**src/rtl/io_port_responder.sv**
```systemverilog
// io_port_responder: I/O-bus responder for the core's IN/OUT instructions.
// Port 0x00 bridges console words through TX/RX FIFOs to valid/ready streams,
// port 0x01 reports FIFO status and port 0x02 is a prescaled 16-bit timer.
module io_port_responder #(
   parameter int unsigned TX_DEPTH = 4,
   parameter int unsigned RX_DEPTH = 4,
   parameter int unsigned PRESCALE = 16
) (
   input  logic        clk,
   input  logic        rst_n,
   input  logic        io_req,
   input  logic        io_we,
   input  logic [7:0]  io_addr,
   input  logic [15:0] io_wdata,
   output logic        io_ack,
   output logic [15:0] io_rdata,
   output logic        tx_valid,
   output logic [15:0] tx_data,
   input  logic        tx_ready,
   input  logic        rx_valid,
   input  logic [15:0] rx_data,
   output logic        rx_ready
);

   localparam int unsigned TX_AW = $clog2(TX_DEPTH);
   localparam int unsigned RX_AW = $clog2(RX_DEPTH);
   localparam int unsigned PS_W  = $clog2(PRESCALE + 1);
   localparam logic [TX_AW:0]  TX_FULL_CNT = (TX_AW + 1)'(TX_DEPTH);
   localparam logic [RX_AW:0]  RX_FULL_CNT = (RX_AW + 1)'(RX_DEPTH);
   localparam logic [PS_W-1:0] PS_LAST     = PS_W'(PRESCALE - 1);

   typedef enum logic [1:0] {IDLE, WAIT_TX, ACK} state_t;
   state_t state;

   logic [15:0]      tx_mem [TX_DEPTH];
   logic [TX_AW-1:0] tx_wr_ptr, tx_rd_ptr;
   logic [TX_AW:0]   tx_count;
   logic [15:0]      rx_mem [RX_DEPTH];
   logic [RX_AW-1:0] rx_wr_ptr, rx_rd_ptr;
   logic [RX_AW:0]   rx_count;
   logic [15:0]      timer;
   logic [PS_W-1:0]  prescaler;

   logic        tx_full, rx_empty;
   logic        tx_push, tx_pop, rx_push, rx_pop, timer_load;
   logic [15:0] read_value;

   assign tx_full  = (tx_count == TX_FULL_CNT);
   assign rx_empty = (rx_count == '0);
   assign tx_valid = (tx_count != '0);
   assign tx_data  = tx_mem[tx_rd_ptr];
   assign rx_ready = (rx_count != RX_FULL_CNT);
   assign tx_pop   = tx_valid & tx_ready;
   assign rx_push  = rx_valid & rx_ready;

   // Decode the current access into FIFO/timer side effects and the read value
   always_comb begin
      tx_push    = 1'b0;
      rx_pop     = 1'b0;
      timer_load = 1'b0;
      read_value = '0;
      case (state)
         IDLE: begin
            if (io_req) begin
               case (io_addr)
                  8'h00: begin
                     if (io_we) tx_push = !tx_full;
                     else       rx_pop  = !rx_empty;
                  end
                  8'h02:   timer_load = io_we;
                  default: ;
               endcase
            end
         end
         WAIT_TX: tx_push = !tx_full;
         default: ;
      endcase
      case (io_addr)
         8'h00:   read_value = rx_empty ? 16'h0000 : rx_mem[rx_rd_ptr];
         8'h01:   read_value = {14'b0, !tx_full, !rx_empty};
         8'h02:   read_value = timer;
         default: read_value = '0;
      endcase
   end

   // Access FSM with registered ack and read data
   always_ff @(posedge clk or negedge rst_n) begin
      if (!rst_n) begin
         state    <= IDLE;
         io_ack   <= 1'b0;
         io_rdata <= '0;
      end else begin
         io_ack <= 1'b0;
         case (state)
            IDLE: begin
               if (io_req) begin
                  if (!io_we) io_rdata <= read_value;
                  if (io_we && io_addr == 8'h00 && tx_full) begin
                     state <= WAIT_TX;
                  end else begin
                     state  <= ACK;
                     io_ack <= 1'b1;
                  end
               end
            end
            WAIT_TX: begin
               if (!tx_full) begin
                  state  <= ACK;
                  io_ack <= 1'b1;
               end
            end
            ACK:     state <= IDLE;
            default: state <= IDLE;
         endcase
      end
   end

   // FIFO storage arrays (no reset needed; validity tracked by the counts)
   always_ff @(posedge clk) begin
      if (tx_push) tx_mem[tx_wr_ptr] <= io_wdata;
      if (rx_push) rx_mem[rx_wr_ptr] <= rx_data;
   end

   // TX FIFO pointers and occupancy
   always_ff @(posedge clk or negedge rst_n) begin
      if (!rst_n) begin
         tx_wr_ptr <= '0;
         tx_rd_ptr <= '0;
         tx_count  <= '0;
      end else begin
         if (tx_push) tx_wr_ptr <= tx_wr_ptr + 1'b1;
         if (tx_pop)  tx_rd_ptr <= tx_rd_ptr + 1'b1;
         case ({tx_push, tx_pop})
            2'b10:   tx_count <= tx_count + 1'b1;
            2'b01:   tx_count <= tx_count - 1'b1;
            default: ;
         endcase
      end
   end

   // RX FIFO pointers and occupancy
   always_ff @(posedge clk or negedge rst_n) begin
      if (!rst_n) begin
         rx_wr_ptr <= '0;
         rx_rd_ptr <= '0;
         rx_count  <= '0;
      end else begin
         if (rx_push) rx_wr_ptr <= rx_wr_ptr + 1'b1;
         if (rx_pop)  rx_rd_ptr <= rx_rd_ptr + 1'b1;
         case ({rx_push, rx_pop})
            2'b10:   rx_count <= rx_count + 1'b1;
            2'b01:   rx_count <= rx_count - 1'b1;
            default: ;
         endcase
      end
   end

   // Prescaled timer; a core write overrides a coincident increment and restarts the prescaler
   always_ff @(posedge clk or negedge rst_n) begin
      if (!rst_n) begin
         timer     <= '0;
         prescaler <= '0;
      end else if (timer_load) begin
         timer     <= io_wdata;
         prescaler <= '0;
      end else if (prescaler == PS_LAST) begin
         timer     <= timer + 1'b1;
         prescaler <= '0;
      end else begin
         prescaler <= prescaler + 1'b1;
      end
   end

endmodule

```
**config.mk**
```make
export PLATFORM = sky130hd
export DESIGN_NAME = io_port_responder
export DESIGN_NICKNAME = d
export VERILOG_FILES = /design/src/rtl/io_port_responder.sv
export SDC_FILE = /design/constraint.sdc
export NUM_CORES = 1
export LEC_CHECK = 0
export ABC_AREA = 1
export ABC_CLOCK_PERIOD_IN_PS = 3320
export CORE_MARGIN = 2
export CORE_UTILIZATION = 50
export CTS_BUF_LIST = sky130_fd_sc_hd__clkbuf_4 sky130_fd_sc_hd__clkbuf_8 sky130_fd_sc_hd__clkbuf_16
export DETAILED_ROUTE_END_ITERATION = 8
export PLACE_DENSITY = 0.71
export SYNTH_ARGS = -nofsm -noshare
export SYNTH_HDL_FRONTEND = slang
export SYNTH_SLANG_ARGS = --single-unit
```
**constraint.sdc**
```tcl
create_clock -name clk -period 3.32 [get_ports clk]
set_clock_uncertainty 0.05 [all_clocks]
set_input_delay 0.332 -clock clk [delete_from_list [all_inputs] [get_ports clk]]
set_output_delay 0.332 -clock clk [all_outputs]
set_load 0.03 [all_outputs]
```
; After elaboration in Yosys (flattened, before gate mapping)
; Memories as Yosys holds them, arrays and structs flattened.
; Cells that the tools add are included.
[word_totals]
ff_bits = 54
ramBits = 128
out_inout_bits = 35
n_memories = 2
[mem_list]
columns = name, words, width, rd, rd_ports_with_merged_regs, write_ports, line_no
row1 = rx_mem, 4, 16, 1, 0, 1, 38  ; logic [15:0] rx_mem [RX_DEPTH];
row2 = tx_mem, 4, 16, 1, 0, 1, 35  ; logic [15:0] tx_mem [TX_DEPTH];
[classes]
add_sub_neg = 10
eq_ne = 12
mux = 31
bitwise_logic = 3
n_reduce_logical = 13
[ops]
columns = operator, count
row1 = 2-to-1 mux 16 bit, 3
row2 = one-hot mux 16 bit (3 select lines), 1
row3 = 2-to-1 mux 1 bit, 17
row4 = adder 16 x 1 -> 16 bit (second input constant), 1
row5 = one-hot mux 3 bit (2 select lines), 2
row6 = 2-to-1 mux 5 bit, 2
row7 = adder 2 x 1 -> 2 bit (second input constant), 4
row8 = equality test 8 x 1 -> 1 bit (second input constant), 1
row9 = equality test 8 x 2 -> 1 bit (second input constant), 1
row10 = zero test 8 bit, 1
row11 = adder 3 x 1 -> 3 bit (second input constant), 2
row12 = equality test 2 x 1 -> 1 bit (second input constant), 3
row13 = 2-to-1 mux 2 bit, 3
row14 = nonzero test 2 bit, 3
row15 = subtractor 3 x 1 -> 3 bit (second input constant), 2
row16 = adder 5 x 1 -> 5 bit (second input constant), 1
row17 = equality test 5 x 4 -> 1 bit (second input constant), 1
row18 = equality test 2 bit (second input constant), 2
row19 = != test 2 bit (second input constant), 2
row20 = one-hot mux 1 bit (2 select lines), 2
row21 = one-hot mux 2 bit (2 select lines), 1
row22 = equality test 3 bit (second input constant), 1
row23 = zero test 3 bit, 1
row24 = != test 3 bit (second input constant), 1
row25 = 8 further kinds, 11

; Depth between registers and ports, before layout
; Gate-level depths: netlist of the first run.
[depth]
word_depth = 8
depth_mapped = 13
ltp_nobuf = 12

; Worst setup path before layout of the first run
; OpenSTA, ideal clock, no wires.
[synth_timing]
kind = input to register
from = in io_addr[5]
to = mem tx_mem[0][0] (enable)
setup_time_ns = 0.389
t_arrival_ns = 1.808
required_time_ns = 2.881
path_slack_ns = 1.073
stages = 8
n_path_buf = 1
cell_sequence = nor2_1 -> nand2_1 -> nor2_1 -> buf_2 -> nand3_1 -> nand2_1 -> inv_2 -> nor2_1
[synth_between]
elab_chain_cells = 6
[synth_lines]
columns = element, line_no
row1 = from (decl), 13  ; input logic [7:0] io_addr,
row2 = zero test 8 bit, 65  ; case (io_addr)
row3 = 2-to-1 mux 1 bit, 65
row4 = 2-to-1 mux 1 bit, 64  ; if (io_req) begin
row5 = one-hot mux 1 bit (2 select lines), 62  ; case (state)
row6 = 2-to-1 mux 1 bit, 120  ; if (tx_push) tx_mem[tx_wr_ptr] <= io_wdata;
row7 = 2-to-1 mux 1 bit (implied by the code), 120
row8 = to (decl), 35
; No other way between the ends.

; Worst setup path in the final report of the first run
[layout_timing]
from = reg tx_rd_ptr[0]
to = out tx_data[14]
[layout_between]
elab_chain_cells = 1
[layout_lines]
columns = element, line_no
row1 = from (decl), 36  ; logic [TX_AW-1:0] tx_wr_ptr, tx_rd_ptr;
row2 = from (signal assigned), 132  ; if (tx_pop) tx_rd_ptr <= tx_rd_ptr + 1'b1;
row3 = memory (4 x 16 bit), --
row4 = to (decl), 18  ; output logic [15:0] tx_data,
; No other way between the ends.

==> impl_metrics.tcl, run 1 <==
set metrics [dict create \
    reg2regPathDepth 11 \
    start_util_pct 51.1 \
    drcViolationCount 0 \
    post_drt_wl_per_cell_um 14.5 \
    tns_ns 0 \
    grt_pass1_vias 5554 \
    drtIter0Drc 453 \
    p_switching_mw 2.09 \
    max_slew.worst_pin.slew_ns 0.816 \
    grt_pass1_wl_um 27500 \
    pwr-share-seq_pct 42.7 \
    swShare_pct 30.9 \
    synth_edf_count 128 \
    place_hpwl_um 11100 \
    min_path_type "flop to flop" \
    drive_gt1_share_pct 7.51 \
    fin_nets 966 \
    io_buffers 80 \
    yosysTopAreaCellShare_pct 47.3 \
    power_mw 6.78 \
    ant_nets 0 \
    fp.dieH_um 131 \
    min_period_over_period_pct 82.6 \
    core_mm2 0.0159 \
    ios 81 \
    fillers 1324 \
    cp_data_arrival_time_ns 2.36 \
    synth_xor_area_share_pct 1.29 \
    finalWeightedCongestion 0.871 \
    syn_area_mm2 0.00812 \
    syn_to_final_growth_pct 20.9 \
    maxCapViolations 0 \
    crit_type "flop to primary output" \
    crit_path_end_kind "primary output" \
    comb_power_share_pct 26.7 \
    grt_max_degree 35 \
    synth-simple-area-share_pct 20.9 \
    startpoint_type "flop" \
    pwr_density_cell_mw_per_mm2 691 \
    yosysSeqAreaShare_pct 64.0 \
    synth_top_family_by_area "simple AND/OR/NAND/NOR gates" \
    synth_fp_nets 876 \
    muxShareOfSynthArea_pct 0 \
    dieArea_mm2 0.0173 \
    cp.required_ns 2.94 \
    r2r-start "tx_count[0]$_DFFE_PN0P_" \
    die_w_um 131 \
    synth_flop_cell "edfxtp_1" \
    clock_latency_ns 0.42 \
    p_leak_nw 4.09 \
    fmax_mhz 365 \
    synth.distinct_cells 32 \
    antenna_found_initial 0 \
    cts-root-buf "clkbuf_16" \
    postLayoutCoreUtil_pct 61.8 \
    grt_use_met2_pct 33.8 \
    h-tree-depth 4 \
    hold_depth 1 \
    cts_tree "done" \
    r2r_setup_slack_ns 1.05 \
    ys_ff_latch 182 \
    cts_made_buffers 17 \
    clock-sinks 182 \
    via_per_inst 5.06 \
    finalWirelength_um 16500 \
    synthArstFlopShare_pct 29.7 \
    dp_slack_ns 0.705 \
    synth-compound-area-share_pct 6.38 \
    yosysTopAreaCell "edfxtp_1" \
    outcome "finished, final reports clean" \
    hold_viol 0 \
    synth_fa_ha_area_share_pct 2.34 \
    grtUsageMet3_pct 3.94 \
    overflow 0 \
    met1_usage_pct 25.7 \
    slew_headroom_pct 45.6 \
    dr.pass1.iters 5 \
    setup_violations 0 \
    syn_avg_cell_area_um2 9.95 \
    crit_fanout 21 \
    rsz0062_at_grt "false" \
    holdPathEnd "prescaler[0]$_DFF_PN0_" \
    clockBufferDepth 2 \
    grt_busiest_layer "met2" \
    crit-reg2reg-capture "tx_count[2]$_DFFE_PN0P_" \
    n_antenna_cell 0 \
    synthCells 816 \
    core.rowCount 46 \
    track_usage_pct 20.0 \
    layout_setup_ws_ns 0.579 \
    path_clk_slew_ns 0.06 \
    vias 5748 \
    finalCriticalPeriod_ns 2.74 \
    irDropWorstVdd_uv 530 \
    synth_area_leaders "edfxtp_1 47%, dfrtp_1 17%, nand2_1 9.8%, nor2_1 5.4%, o21ai_0 3.9%" \
    synth_warnings 0 \
    pwr-share-clk_pct 30.6 \
    p_int_mw 4.69 \
    hold_start "prescaler[0]$_DFF_PN0_" \
    drv_slew 0 \
]
## area by class of cell
cell class                 count  area, um^2  area share (%)
sequential                   182        5190            52.9
inverter                      74         278            2.83
timing repair buffer          99         953            9.71
clock inverter                11         159            1.62
clock buffer                  21         455            4.64
multi-input combinational    532        2510            25.6
tap                          216         270            2.75
## state kept, by name, indices dropped and copies added (netlist names)
| register | flops |
|---|---|
| io_ack | 1 |
| io_rdata | 16 |
| prescaler | 5 |
| rx_count | 3 |
| rx_mem | 64 |
| rx_rd_ptr | 2 |
| rx_wr_ptr | 2 |
| state | 2 |
| timer | 16 |
| tx_count | 3 |
| tx_mem | 64 |
| tx_rd_ptr | 2 |
| tx_wr_ptr | 2 |
## what timing repair did
item	in CTS	in global routing
hold buffers	1	0
resized for setup	0	0
hold endpoints to repair	33	0
setup buffers	0	0
## synthesized netlist by cell type (6+ instances only)
| master | count |
|---|---|
| nand2_1 | 211 |
| edfxtp_1 | 128 |
| nor2_1 | 116 |
| inv_1 | 70 |
| o21ai_0 | 64 |
| nand3_1 | 56 |
| dfrtp_1 | 54 |
| o22ai_1 | 16 |
| clkbuf_1 | 13 |
| buf_2 | 12 |
| ha_1 | 12 |
| o21ai_1 | 9 |
| xor2_1 | 8 |
| nand2_2 | 6 |
| nand4_1 | 6 |
## critical path, stage by stage, from the launching register on
cell	delay (ns)
dfrtp_1	0.39
inv_1	0.34
buf_12	0.21
o21ai_0	0.08
o22ai_1	0.20
clkdlybuf4s50_1	0.71
## worst max-delay path by stage
stage,startpoint,to,slack [ns],cells past startpoint
2_1_floorplan,io_addr[5],tx_mem[0][0]$_DFFE_PP_,1.07,8
3_3_place_gp,io_addr[5],rx_count[2]$_DFFE_PN0P_,0.75,13
4_1_cts,tx_rd_ptr[0]$_DFFE_PN0P_,tx_data[14],0.53,5
3_5_place_dp,io_addr[5],rx_count[2]$_DFFE_PN0P_,0.71,13
5_1_grt,tx_rd_ptr[1]$_DFFE_PN0P_,tx_data[11],0.41,4
6_report,tx_rd_ptr[0]$_DFFE_PN0P_,tx_data[14],0.58,5
## cell usage in the layout (no fill, tap or decap), drive strengths merged, types with 16 or more instances in the layout
master	instances
o22ai	16
nand3	59
edfxtp	128
buf	19
inv	74
nor2	121
clkbuf	21
o21ai	75
dfrtp	54
clkdlybuf4s50	79
nand2	217
## power by group through the flow
stage	sequential, mW	clock, mW	combinational [mW]
2_1_floorplan	2.89	0	1.17
3_3_place_gp	2.93	0	1.80
3_5_place_dp	2.93	0	1.83
4_1_cts	2.89	2.12	1.83
5_1_grt	2.93	2.19	2.01
6_report	2.89	2.08	1.81
## cells by family after synthesis
group,count (synthesis)
adder cells (fa/ha/maj),14
AND/OR/NAND/NOR,409
XOR/XNOR,12
flip-flops,182
buffers and inverters,102
AO/OA/AOI/OAI,97
## per-stage QoR
| step | area [um^2] | hold WS, ns | cells |
|---|---|---|---|
| 4_1_cts | 9820 | 0.410 | 1135 |
| 5_1_grt | 9820 | 0.434 | 1135 |
| 3_3_place_gp | 9200 | 0.397 | 1102 |
| 2_1_floorplan | 8120 | -0.0136 | 816 |
| 3_5_place_dp | 9200 | 0.402 | 1102 |
| 6_report | 9820 | 0.406 | 1135 |
## routing by layer
| layer | vias up | share of wire [%] |
|---|---|---|
| li1 | 2880 | - |
| met1 | 2724 | 45 |
| met2 | 124 | 50 |
| met3 | 20 | 3.7 |
| met4 | 0 | 1.5 |
| met5 | - | 0 |
Power figures use the tool's default switching activity.
==> inputs of run 2 (changes only) <==
--- a/config.mk
+++ b/config.mk
@@ -6,7 +6,7 @@
 export NUM_CORES = 1
 export LEC_CHECK = 0
 export ABC_AREA = 1
-export ABC_CLOCK_PERIOD_IN_PS = 3320
+export ABC_CLOCK_PERIOD_IN_PS = 2800
 export CORE_MARGIN = 2
 export CORE_UTILIZATION = 50
 export CTS_BUF_LIST = sky130_fd_sc_hd__clkbuf_4 sky130_fd_sc_hd__clkbuf_8 sky130_fd_sc_hd__clkbuf_16
==> constraint.sdc (replaced) <==
create_clock -name clk -period 2.8 [get_ports clk]
set_clock_uncertainty 0.05 [all_clocks]
set_input_delay 0.28 -clock clk [delete_from_list [all_inputs] [get_ports clk]]
set_output_delay 0.28 -clock clk [all_outputs]
set_load 0.03 [all_outputs]
==> run 2 against run 1 <==
Largest cell class unchanged. Critical endpoint unchanged. Utilization is 0.44 points higher. Count of clock-buffer cells in the layout up 2. Flip-flop and latch count stayed put. Critical path depth unchanged. Clock power grew 24%. Power is 20% higher. Combinational power is 20% higher. Register-to-register slack lost 0.51 ns. Sequential power rose by 18%. Sequential share of layout area is 0.37 points lower. Global-route usage grew 0.21 points. Die area stayed put.
==> impl_metrics.tcl, run 2 (same netlist as run 1, synthesis figures left out) <==
set metrics [dict create \
    dieArea_mm2 0.0173 \
    comb_power_share_pct 26.6 \
    io_buffers 80 \
    worst_path_max_delay_cell "clkdlybuf4s50_1" \
    drtIter0Drc 385 \
    outcome "finished, final reports clean" \
    irDropWorstVdd_uv 431 \
    vias 5681 \
    place_hpwl_um 11200 \
    core_mm2 0.0159 \
    p_switching_mw 2.54 \
    finalCriticalPeriod_ns 2.65 \
    layout_common_cells "211 x nand2_1, 128 x edfxtp_1, 116 x nor2_1, 79 x clkdlybuf4s50_1, 70 x inv_1" \
    reg_top3 "rx_mem (64), tx_mem (64)" \
    cpPeakStageDelay_ns 0.71 \
    grt_pass1_vias 5554 \
    finalWirelength_um 16500 \
    path_clk_slew_ns 0.06 \
    rsz0062_at_grt "false" \
    min_period_over_period_pct 94.7 \
    crit_path_end_kind "primary output" \
    path_cells "inv_1 -> buf_12 -> o21ai_0 -> o22ai_1 -> clkdlybuf4s50_1" \
    core.rowCount 46 \
    dr.pass1.iters 5 \
    swShare_pct 31.1 \
    grt_max_degree 45 \
    cts_tree "done" \
    final_cell_count_no_fill 1139 \
    cts-root-buf "clkbuf_16" \
    p_int_mw 5.63 \
    clockBufferDepth 2 \
    ios 81 \
    cts_made_buffers 17 \
    cp.required_ns 2.47 \
    ff_latch_area_mm2 0.00519 \
    max_slew.worst_pin.slew_ns 1.00 \
    crit_type "flop to primary output" \
    hold_viol 0 \
    pwr-share-seq_pct 41.9 \
    syn_to_final_growth_pct 21.8 \
    fillers 1324 \
    h-tree-depth 4 \
    start_util_pct 51.1 \
    ant_nets 0 \
    die_w_um 131 \
    drv_slew 0 \
    dp_slack_ns 0.242 \
    clock_latency_ns 0.43 \
    drcViolationCount 0 \
    min_path_type "flop to flop" \
    via_per_inst 4.99 \
    post_drt_wl_per_cell_um 14.5 \
    fin_nets 970 \
    multi_input_area_mm2 0.00251 \
    pwr-share-clk_pct 31.5 \
    slew_headroom_pct 33.2 \
    fmax_mhz 377 \
    cts_setup_buffers 0 \
    cp_data_arrival_time_ns 2.32 \
    pwr_density_cell_mw_per_mm2 826 \
    crit_family "buffers and inverters" \
    layout_setup_ws_ns 0.147 \
    place_inst 1106 \
    p_leak_nw 4.12 \
    track_usage_pct 20.2 \
    n_antenna_cell 0 \
    overflow 0 \
    postCtsResizedCells 0 \
    antenna_found_initial 0 \
    maxCapViolations 0 \
    hold_buffers 1 \
    crit_fanout 25 \
    startpoint_type "flop" \
    grt_pass1_wl_um 27700 \
    clock-sinks 182 \
    finalWeightedCongestion 0.852 \
    power_mw 8.17 \
    fin_hold_ws_ns 0.418 \
    cp_num_buf_inv 3 \
    final_common_cell "nand2_1" \
    drive_gt1_share_pct 8.23 \
    fp.dieH_um 131 \
    setup_violations 0 \
    tns_ns 0 \
]
run 2: changes by cell type in the layout (fill, tap and decap cells not counted), sizes merged:
cell | before | now
bufinv | 4 | 3
buf | 19 | 23
inv | 74 | 75
clkbuf | 21 | 23
clkinvlp | 0 | 2
clkinv | 7 | 3
run 2: cell type report:
class                           instances  area share, %
Clock buffer                           23           5.24
Clock inverter                          9           1.38
Inverter                               74           2.81
Multi-Input combinational cell        532           25.4
Sequential cell                       182           52.5
Tap cell                              216           2.73
Timing Repair Buffer                  103           9.94
run 2: worst paths after layout:
| check | startpoint | to | slack (ns) | cells past startpoint |
|---|---|---|---|---|
| max | tx_rd_ptr[0]$_DFFE_PN0P_ | tx_data[14] | 0.15 | 5 |
| min | prescaler[0]$_DFF_PN0_ | prescaler[0]$_DFF_PN0_ | 0.42 | 1 |
| max reg2reg | tx_count[0]$_DFFE_PN0P_ | tx_count[2]$_DFFE_PN0P_ | 0.54 | 11 |
| min reg2reg | prescaler[0]$_DFF_PN0_ | prescaler[0]$_DFF_PN0_ | 0.42 | 1 |
| max in group asynchronous | rst_n | timer[8]$_DFFE_PN0P_ | 1.48 | 3 |
| min in group asynchronous | rst_n | rx_rd_ptr[0]$_DFFE_PN0P_ | 0.51 | 2 |
run 2: metal layers:
layer  track usage (%)  up-vias  part of all wire, %
met5                 0        -                    0
met4              6.70        0                  1.5
met2              33.6      115                   49
li1                  -     2889                    -
met1              26.6     2658                   45
met3              4.40       19                  3.8
run 2: through the flow:
stage | cell area [um^2] | utilization, %
2_1_floorplan | 8120 | -
3_3_place_gp | 9230 | 58.1
3_5_place_dp | 9230 | 58.1
4_1_cts | 9890 | 62.3
5_1_grt | 9890 | 62.3
6_report | 9890 | 62.3
run 2: power by group through the flow:
stage               logic, mW  registers [mW]  clock network [mW]
floorplan                1.38            3.43                   0
finish                   2.17            3.42                2.58
CTS                      2.20            3.42                2.61
detailed placement       2.19            3.47                   0
global route             2.40            3.45                2.73
global placement         2.14            3.47                   0
run 2: worst register-to-register path, cell delays in order, from the launching register on:
cell and delay (ns):
dfrtp_1 0.39, inv_1 0.12, nand3_1 0.19, nand2_1 0.14, nand2_1 0.11, inv_2 0.12
ha_1 0.15, inv_1 0.07, fa_1 0.39, a21oi_1 0.16, o21ai_0 0.12, xor2_1 0.15
